File: src/rtl/tl_ul_master_slave_if.sv
// A/D channel bundle between the load/store subsystem and the fabric that observes and throttles it.
// master: subsystem side driving both channels; slave: fabric side granting through a_ready/d_ready.
interface tl_ul_master_slave_if #(
  parameter int A_W = 53,
  parameter int D_W = 43
);
  logic           a_valid;
  logic           a_ready;
  logic [A_W-1:0] a_channel;
  logic           d_valid;
  logic           d_ready;
  logic [D_W-1:0] d_channel;
  logic           d_error;
  logic           backpressureslave;

  modport master (
    output a_valid, a_channel, d_valid, d_channel, d_error, backpressureslave,
    input  a_ready, d_ready
  );

  modport slave (
    input  a_valid, a_channel, d_valid, d_channel, d_error, backpressureslave,
    output a_ready, d_ready
  );
endinterface

File: src/rtl/tl_ul_master_slave.sv
// TileLink-UL style subsystem: a load/store master issuing Get/PutFullData to a 64x32 word memory slave.
// One transaction is outstanding at a time; both channel buses are exported for observation/throttling.
module tl_ul_master_slave #(
  parameter int A_W       = 53,
  parameter int D_W       = 43,
  parameter int MEM_WORDS = 64
) (
  input  logic                       clk,
  input  logic                       reset,
  input  logic [31:0]                ir34,
  input  logic [31:0]                z4_input,
  input  logic [31:0]                md4_input,
  tl_ul_master_slave_if.master       bus,
  output logic [31:0]                rd_data,
  output logic                       rd_valid
);
  localparam int IDX_W = $clog2(MEM_WORDS);
  localparam logic [6:0] OPC_STORE  = 7'b0100011;
  localparam logic [6:0] OPC_LOAD   = 7'b0000011;
  localparam logic [2:0] A_PUT      = 3'd0;
  localparam logic [2:0] A_GET      = 3'd4;
  localparam logic [2:0] D_ACK      = 3'd0;
  localparam logic [2:0] D_ACK_DATA = 3'd1;

  typedef enum logic [1:0] {M_IDLE = 2'd0, M_REQ = 2'd1, M_WAIT = 2'd2} m_state_t;
  typedef enum logic {S_READY = 1'b0, S_RESP = 1'b1} s_state_t;

  m_state_t       m_state_r, m_state_next_s;
  s_state_t       s_state_r, s_state_next_s;
  logic [A_W-1:0] a_channel_r;
  logic [D_W-1:0] d_channel_r;
  logic           a_valid_r, d_valid_r, d_error_r, bp_r, rd_valid_r;
  logic [31:0]    rd_data_r;
  logic [31:0]    mem_r [MEM_WORDS];

  logic           is_store_s, is_load_s, a_hs_s, d_hs_s;
  logic [2:0]     req_opcode_s, rsp_opcode_s;
  logic [7:0]     req_addr_s;
  logic [31:0]    req_data_s, rsp_data_s;
  logic [IDX_W-1:0] req_idx_s;
  logic           in_range_s, rsp_denied_s, wr_en_s;
  logic           unused_s;

  assign is_store_s   = (ir34[6:0] == OPC_STORE);
  assign is_load_s    = (ir34[6:0] == OPC_LOAD);
  assign a_hs_s       = a_valid_r & bus.a_ready & ~bp_r;
  assign d_hs_s       = d_valid_r & bus.d_ready;
  assign req_opcode_s = a_channel_r[52:50];
  assign req_addr_s   = a_channel_r[43:36];
  assign req_data_s   = a_channel_r[31:0];
  assign req_idx_s    = req_addr_s[IDX_W-1:0];
  assign in_range_s   = (req_addr_s[7:IDX_W] == '0);
  assign unused_s     = ^{ir34[31:7], z4_input[31:8], a_channel_r[49:44], a_channel_r[35:32], d_channel_r[39:32]};

  // Master next-state: issue on a load/store, wait for A grant, then for the response
  always_comb begin
    m_state_next_s = m_state_r;
    case (m_state_r)
      M_IDLE:  if (is_store_s || is_load_s) m_state_next_s = M_REQ;  else m_state_next_s = M_IDLE;
      M_REQ:   if (a_hs_s)                  m_state_next_s = M_WAIT; else m_state_next_s = M_REQ;
      M_WAIT:  if (d_hs_s)                  m_state_next_s = M_IDLE; else m_state_next_s = M_WAIT;
      default: m_state_next_s = M_IDLE;
    endcase
  end

  // Master state, A beat capture and load writeback
  always_ff @(posedge clk or negedge reset) begin
    if (!reset) begin
      m_state_r   <= M_IDLE;
      a_valid_r   <= 1'b0;
      a_channel_r <= '0;
      rd_data_r   <= 32'd0;
      rd_valid_r  <= 1'b0;
    end else begin
      m_state_r  <= m_state_next_s;
      a_valid_r  <= (m_state_next_s == M_REQ);
      rd_valid_r <= 1'b0;
      if (m_state_r == M_IDLE && (is_store_s || is_load_s)) begin
        a_channel_r <= {(is_store_s ? A_PUT : A_GET), 3'd0, 2'd2, 1'b0, z4_input[7:0], 4'hF,
                        (is_store_s ? md4_input : 32'd0)};
      end
      if (m_state_r == M_WAIT && d_hs_s && d_channel_r[42:40] == D_ACK_DATA) begin
        rd_data_r  <= d_channel_r[31:0];
        rd_valid_r <= 1'b1;
      end
    end
  end

  // Slave request decode; anything out of range or with an unknown opcode is denied with zero data
  always_comb begin
    rsp_opcode_s = D_ACK;
    rsp_denied_s = 1'b1;
    rsp_data_s   = 32'd0;
    wr_en_s      = 1'b0;
    case (req_opcode_s)
      A_PUT: begin
        rsp_opcode_s = D_ACK;
        if (in_range_s) begin
          rsp_denied_s = 1'b0;
          wr_en_s      = a_hs_s;
        end else begin
          rsp_denied_s = 1'b1;
        end
      end
      A_GET: begin
        rsp_opcode_s = D_ACK_DATA;
        if (in_range_s) begin
          rsp_denied_s = 1'b0;
          rsp_data_s   = mem_r[req_idx_s];
        end else begin
          rsp_denied_s = 1'b1;
        end
      end
      default: rsp_denied_s = 1'b1;
    endcase
  end

  // Slave next-state: busy from A handshake until the response is consumed
  always_comb begin
    s_state_next_s = s_state_r;
    case (s_state_r)
      S_READY: if (a_hs_s) s_state_next_s = S_RESP;  else s_state_next_s = S_READY;
      S_RESP:  if (d_hs_s) s_state_next_s = S_READY; else s_state_next_s = S_RESP;
      default: s_state_next_s = S_READY;
    endcase
  end

  // Slave state and registered D response
  always_ff @(posedge clk or negedge reset) begin
    if (!reset) begin
      s_state_r   <= S_READY;
      bp_r        <= 1'b0;
      d_valid_r   <= 1'b0;
      d_error_r   <= 1'b0;
      d_channel_r <= '0;
    end else begin
      s_state_r <= s_state_next_s;
      bp_r      <= (s_state_next_s == S_RESP);
      d_valid_r <= (s_state_next_s == S_RESP);
      if (a_hs_s) begin
        d_channel_r <= {rsp_opcode_s, 2'd0, 2'd2, 1'b0, 1'b0, rsp_denied_s, 1'b0, rsp_data_s};
        d_error_r   <= rsp_denied_s;
      end else if (d_hs_s) begin
        d_error_r <= 1'b0;
      end
    end
  end

  // Memory array, cleared on reset and written on an accepted in-range PutFullData
  always_ff @(posedge clk or negedge reset) begin
    if (!reset) begin
      for (int i = 0; i < MEM_WORDS; i++) mem_r[i] <= 32'd0;
    end else if (wr_en_s) begin
      mem_r[req_idx_s] <= req_data_s;
    end
  end

  assign bus.a_valid           = a_valid_r;
  assign bus.a_channel         = a_channel_r;
  assign bus.d_valid           = d_valid_r;
  assign bus.d_channel         = d_channel_r;
  assign bus.d_error           = d_error_r;
  assign bus.backpressureslave = bp_r;
  assign rd_data               = rd_data_r;
  assign rd_valid              = rd_valid_r;
endmodule

File: src/flat_wrapper.sv
// flat-port wrapper written by rule: the top's interface ports become plain ports
module tl_ul_master_slave_flat 
#(
  parameter int A_W       = 53,
  parameter int D_W       = 43,
  parameter int MEM_WORDS = 64
)
  (clk, reset, ir34, z4_input, md4_input, rd_data, rd_valid, bus_a_valid, bus_a_channel, bus_d_valid, bus_d_channel, bus_d_error, bus_backpressureslave, bus_a_ready, bus_d_ready);
  tl_ul_master_slave_if #(.A_W(A_W), .D_W(D_W)) bus_i ();
  input  logic clk;
  input  logic reset;
  input  logic [31:0] ir34;
  input  logic [31:0] z4_input;
  input  logic [31:0] md4_input;
  output logic [31:0] rd_data;
  output logic rd_valid;
  output wire logic [$bits(bus_i.a_valid)-1:0] bus_a_valid;
  output wire logic [$bits(bus_i.a_channel)-1:0] bus_a_channel;
  output wire logic [$bits(bus_i.d_valid)-1:0] bus_d_valid;
  output wire logic [$bits(bus_i.d_channel)-1:0] bus_d_channel;
  output wire logic [$bits(bus_i.d_error)-1:0] bus_d_error;
  output wire logic [$bits(bus_i.backpressureslave)-1:0] bus_backpressureslave;
  input wire logic [$bits(bus_i.a_ready)-1:0] bus_a_ready;
  input wire logic [$bits(bus_i.d_ready)-1:0] bus_d_ready;
  assign bus_a_valid = bus_i.a_valid;
  assign bus_a_channel = bus_i.a_channel;
  assign bus_d_valid = bus_i.d_valid;
  assign bus_d_channel = bus_i.d_channel;
  assign bus_d_error = bus_i.d_error;
  assign bus_backpressureslave = bus_i.backpressureslave;
  assign bus_i.a_ready = bus_a_ready;
  assign bus_i.d_ready = bus_d_ready;
  tl_ul_master_slave #(.A_W(A_W), .D_W(D_W), .MEM_WORDS(MEM_WORDS)) u_core (.clk(clk), .reset(reset), .ir34(ir34), .z4_input(z4_input), .md4_input(md4_input), .bus(bus_i), .rd_data(rd_data), .rd_valid(rd_valid));
endmodule
File: config.mk
export PLATFORM = sky130hd
export DESIGN_NAME = tl_ul_master_slave_flat
export DESIGN_NICKNAME = d
export VERILOG_FILES = /design/src/rtl/tl_ul_master_slave_if.sv /design/src/rtl/tl_ul_master_slave.sv /design/src/flat_wrapper.sv
export SDC_FILE = /design/constraint.sdc
export NUM_CORES = 2
export LEC_CHECK = 0
export CAP_MARGIN = 20
export CORE_UTILIZATION = 40
export DETAILED_ROUTE_END_ITERATION = 16
export PLACE_DENSITY_LB_ADDON = 0.08
export SLEW_MARGIN = 20
export SYNTH_ARGS = -nofsm -noshare
export SYNTH_HDL_FRONTEND = slang
export SYNTH_SLANG_ARGS = --single-unit
File: constraint.sdc
create_clock -name clk -period 5.7 [get_ports clk]
set_clock_uncertainty 0.05 [all_clocks]
set_input_delay 1.425 -clock clk [delete_from_list [all_inputs] [get_ports clk]]
set_output_delay 1.425 -clock clk [all_outputs]
set_load 0.02 [all_outputs]
# == Word level (Yosys, flattened, before mapping) ==
# Cells that the tools add are included.
# totals
output_inout_bits,133
input_bits,100
elab_cells,121
regBits,2171
# classes
n_reduce_logical,10
n_mux,25
magnitude_cmp,2
eq_ne,7
n_bitwise,5
# op_table
cell,count
bitwise mux 2048 bit,1
binary-select mux 32 bit (select 6 bit),1
demux 32 bit (select 6 bit),1
two-way mux 32 bit,6
two-way mux 1 bit,11
"equality test 7 x 2 -> 1 bit, second input constant",1
"equality test 7 x 6 -> 1 bit, second input constant",1
"greater-or-equal comparator 7 bit, second input constant",1
"< comparator 7 x 1 -> 1 bit, second input constant",1
inverter 6 -> 7 bit,1
one-hot mux 2 bit (3 select lines),1
"equality test 2 x 1 -> 1 bit, second input constant",2
logical AND 1 bit,4
zero test 2 bit,2
two-way mux 2 bit,2
bitwise AND 1 bit,3
"equality test 3 x 1 -> 1 bit, second input constant",1
"equality test 3 bit, second input constant",1
zero test 3 bit,1
two-way mux 3 bit,1
"equality test 2 bit, second input constant",1
one-hot mux 1 bit (2 select lines),1
nonzero test 2 bit,1
OR reduction 2 bit,1
2 further kinds,2

# == Longest topological paths before layout ==
# logic_depth
word_depth,6
ltp_mapped,10
mapped_depth_nobuf,6

# == Worst setup path after synthesis ==
# Ideal clock, no wire load.
# synth_path
kind,input to register
start,input port bus_a_ready
end,register u_core.mem_r[11] in the netlist's numbering
cell_stages,7
path_buffers,1
required_ns,5.525
arrival_ns,2.872
path_slack_ns,2.654
setup_time_ns,0.125
path_cell_list,nand3b_4 nor4_2 and2_4 nand2_4 nor2_2 buf_2 mux2_2
# synth_between
elab_chain_len,4
# synth_lines
element,line,text
"start, declared",flat_wrapper.sv:23,input wire logic [$bits(bus_i.a_ready)-1:0] bus_a_ready;
bitwise AND 1 bit (2 in a row),tl_ul_master_slave.sv:46,assign a_hs_s = a_valid_r & bus.a_ready & ~bp_r;
two-way mux 1 bit,tl_ul_master_slave.sv:98,if (in_range_s) begin
two-way mux 1 bit,tl_ul_master_slave.sv:95,case (req_opcode_s)
"end signal, assigned by index",tl_ul_master_slave.sv:154,mem_r[req_idx_s] <= req_data_s;
"end, declared",tl_ul_master_slave.sv:34,logic [31:0] mem_r [MEM_WORDS];
# Every way passes these cells.
# A chain may end at the register's enable or synchronous reset.

# == Worst setup path after layout ==
# layout_path
start,"register u_core.a_channel_r[38], in the netlist u_core.bus.a_channel[38]"
end,output port bus_a_channel[38]
# layout_rtl
element,line,text
"start, declared",tl_ul_master_slave.sv:30,logic [A_W-1:0] a_channel_r;
"start signal, assigned",tl_ul_master_slave.sv:79,"a_channel_r <= {(is_store_s ? A_PUT : A_GET), 3'd0, 2'd2, 1'b0, z4_input[7:0], 4'hF,"
"end, declared",flat_wrapper.sv:18,output wire logic [$bits(bus_i.a_channel)-1:0] bus_a_channel;
# No word-level cell between the ends.

==> summary.md <==
| Metric | Value |
|---|---|
| DPL Wire Length | 163 mm |
| First-pass GRT wire length | 438 mm |
| Initial antenna violation count | 15 |
| Worst setup SP type | register |
| Distinct cells, synth | 44 |
| Clk root buf | clkbuf_16 |
| CP max-delay cell | dfrtp_4 |
| Via Count | 59.7k |
| Post-Syn Area | 0.0984 mm^2 |
| Fin Setup TNS | 0 ns |
| Area delta synth->final | 13.2% |
| Worst reg-to-reg setup slack | 1.74 ns |
| Number of flops mapped to enable cells by yosys | 0 |
| Total wire length | 295 mm |
| Global Route Usage Sum | 23.8% |
| Iteration-0 DRC Markers | 3640 |
| Port buffer count | 168 |
| P_leak | 53.0 nW |
| Leading cell type in the layout, fill and taps excluded | dfrtp_1 |
| Layout cells sized above 1 | 34.9% |
| I/O pins | 233 |
| Ys Warns | 0 |
| Die area | 0.248 mm^2 |
| Dpl cells | 10.1k |
| Most frequent cells in the layout | dfrtp_1, mux2_2, mux2i_1 |
| Post-route DRC | 0 |
| Pwr dens | 351 mW/mm^2 |
| Worst slew margin | 25.3% |
| # resized after CTS | 0 |
| # rows | 181 |
| Die Y | 498 um |
| Hold crit path type | reg2reg |
| Vias in the first global route | 63.3k |
| Crit-path leading delay family | flip-flops |
| Required time worst endpoint | 4.22 ns |
| Pins over their slew limit | 0 |
| CTS buffer count | 235 |
| Worst slew pin tran | 1.12 ns |
| Final ANT Viol Nets | 0 |
| CP Cell Sequence | clkdlybuf4s50_1 |
| Highest Clock Rate | 237 MHz |
| Final hold violation count | 0 |
| Wirelength per Cell | 27.9 um |
| Gate Count Post-Synth | 7233 |
| Clock-pin slew on the worst setup and hold paths | 0.06 ns |
| Die W | 498 um |
| Sequential share of the synthesized area | 55.0% |
| CP max stage delay | 0.94 ns |
| TritonCTS clock tree | yes |
| Core Area | 0.244 mm^2 |
| Main synth FF type | dfrtp_1 |
| Fin crit period | 4.22 ns |
| Yosys reg bits | 2163 |
| WS Path Type | reg2out |
| Htree depth | 4 |
| RD Place Congestion | 0.751 |
| Max clock buf depth | 3 |
| Total grt overflow | 0 |
| Nets | 7251 |
| Setup Fix Bufs, Post-CTS | 0 |
| Pre-antenna DRT Iters | 5 |
| Unrepaired setup endpoints after global routing | no |
| Clk_lat worst skew | 0.87 ns |
| Arr. time, crit path | 2.74 ns |
| Initial Utilization | 40.3% |
| Post-cts hold buffer count | 0 |
| Max VDD drop | 0.000348 V |
| Max-Cap Viols | 0 |
| Clk sink count | 2163 |
| Final std cells w/o fill | 10.6k |
| Via density | 5.65 |
| Critical path buffers and inverters | 1 |
| Average size of a mapped cell | 13.6 um^2 |
| Critical path peak fanout | 23 |
| Crit. End Element | primary output |
| Status | finished, final reports clean |
| Async SR Flop Fraction | 100% |
| Largest net degree at the start of global routing | 169 |
| Endpoints failing setup | 0 |
| Fin crit share | 74.0% |
[kinds of logic after synthesis]
logic type	synth area share, %
muxes	34.0
buffers and inverters	3.39
AOI/OAI and AO/OA	4.26
DFF	55.0
other	0.00381
and+or+nand+nor	3.36
[report_power, final]
group	leakage (nW)	switching, mW	internal, mW
sequential	30.1	0.321	15.6
combinational	19.0	5.40	2.50
clock	3.84	6.34	8.88
[final cells by class]
type,instances,area [um^2]
antenna,11,27.5
clock buffer,375,7170
clock inverter,55,577
fill,21600,132000
inverter,2,7.51
multi-input combinational,4360,41100
sequential,2163,54200
tap,3202,4010
timing repair buffer,389,4300
[per-layer routing]
metal | routed length, um | global-route usage [%] | share of wire [%]
met1 | 137000 | 33.2 | 47
met2 | 141000 | 39.1 | 48
met3 | 9510 | 2.69 | 3.2
met4 | 7380 | 6.53 | 2.5
met5 | 0 | 0 | 0
[sequential cells by signal, summed over array words and instances (netlist names)]
name and cells:
u_core.bus.a_valid 1, u_core.rd_valid 1, u_core.s_state_r 1, u_core.bus.a_channel 42
u_core.mem_r 2048, u_core.m_state_r 2, u_core.bus.d_channel 35, u_core.bus.d_error 1
u_core.rd_data 32
[Yosys cell counts (2+ instances only)]
master | instances | share of area (%)
a21oi_1 | 33 | 0.17
a221oi_1 | 2 | 0.018
a22oi_1 | 409 | 3.1
and2_1 | 4 | 0.025
and3_1 | 3 | 0.019
buf_1 | 13 | 0.050
buf_2 | 329 | 1.7
buf_4 | 54 | 0.41
clkbuf_1 | 326 | 1.2
dfrtp_1 | 2163 | 55
inv_1 | 2 | 0.0076
mux2_1 | 213 | 2.4
mux2_2 | 1843 | 21
mux2i_1 | 1008 | 10
mux4_2 | 8 | 0.18
nand2_1 | 266 | 1.0
nand2_4 | 4 | 0.046
nand2b_1 | 6 | 0.038
nand3_1 | 218 | 1.1
nand3b_1 | 2 | 0.015
nand4_1 | 64 | 0.41
nor2_1 | 38 | 0.14
nor2_2 | 8 | 0.051
nor2_4 | 30 | 0.34
nor2b_1 | 2 | 0.013
nor3_1 | 2 | 0.010
o21ai_0 | 92 | 0.47
o21ai_1 | 8 | 0.041
o22ai_1 | 67 | 0.43
or2_2 | 2 | 0.013
[worst paths after layout]
path,start,endpoint,cells after the start
worst max-delay path,u_core.bus.a_channel[38],bus_a_channel[38],1
worst min-delay path,u_core.rd_data[13],u_core.rd_data[13],2
worst max register to register,u_core.bus.a_channel[36],u_core.bus.d_channel[13],7
worst min register to register,u_core.rd_data[13],u_core.rd_data[13],2
max in group asynchronous,reset,u_core.mem_r[1663],3
min in group asynchronous,reset,u_core.mem_r[1958],1
[per-stage QoR]
step                cell area (um^2)  setup WS, ns  total power [mW]  hold slack [ns]  util [%]
global placement              104000          1.25              24.1            0.405      42.5
detailed placement            104000          1.25              24.2            0.407      42.5
floorplan                      98400          2.65              20.8            0.403         -
global route                  111000          1.41              40.6            0.385      45.7
CTS                           111000          1.27              39.6            0.337      45.7
finish                        111000          1.48              39.1            0.424      45.7
Note: power is estimated with default switching activity, not from simulation.
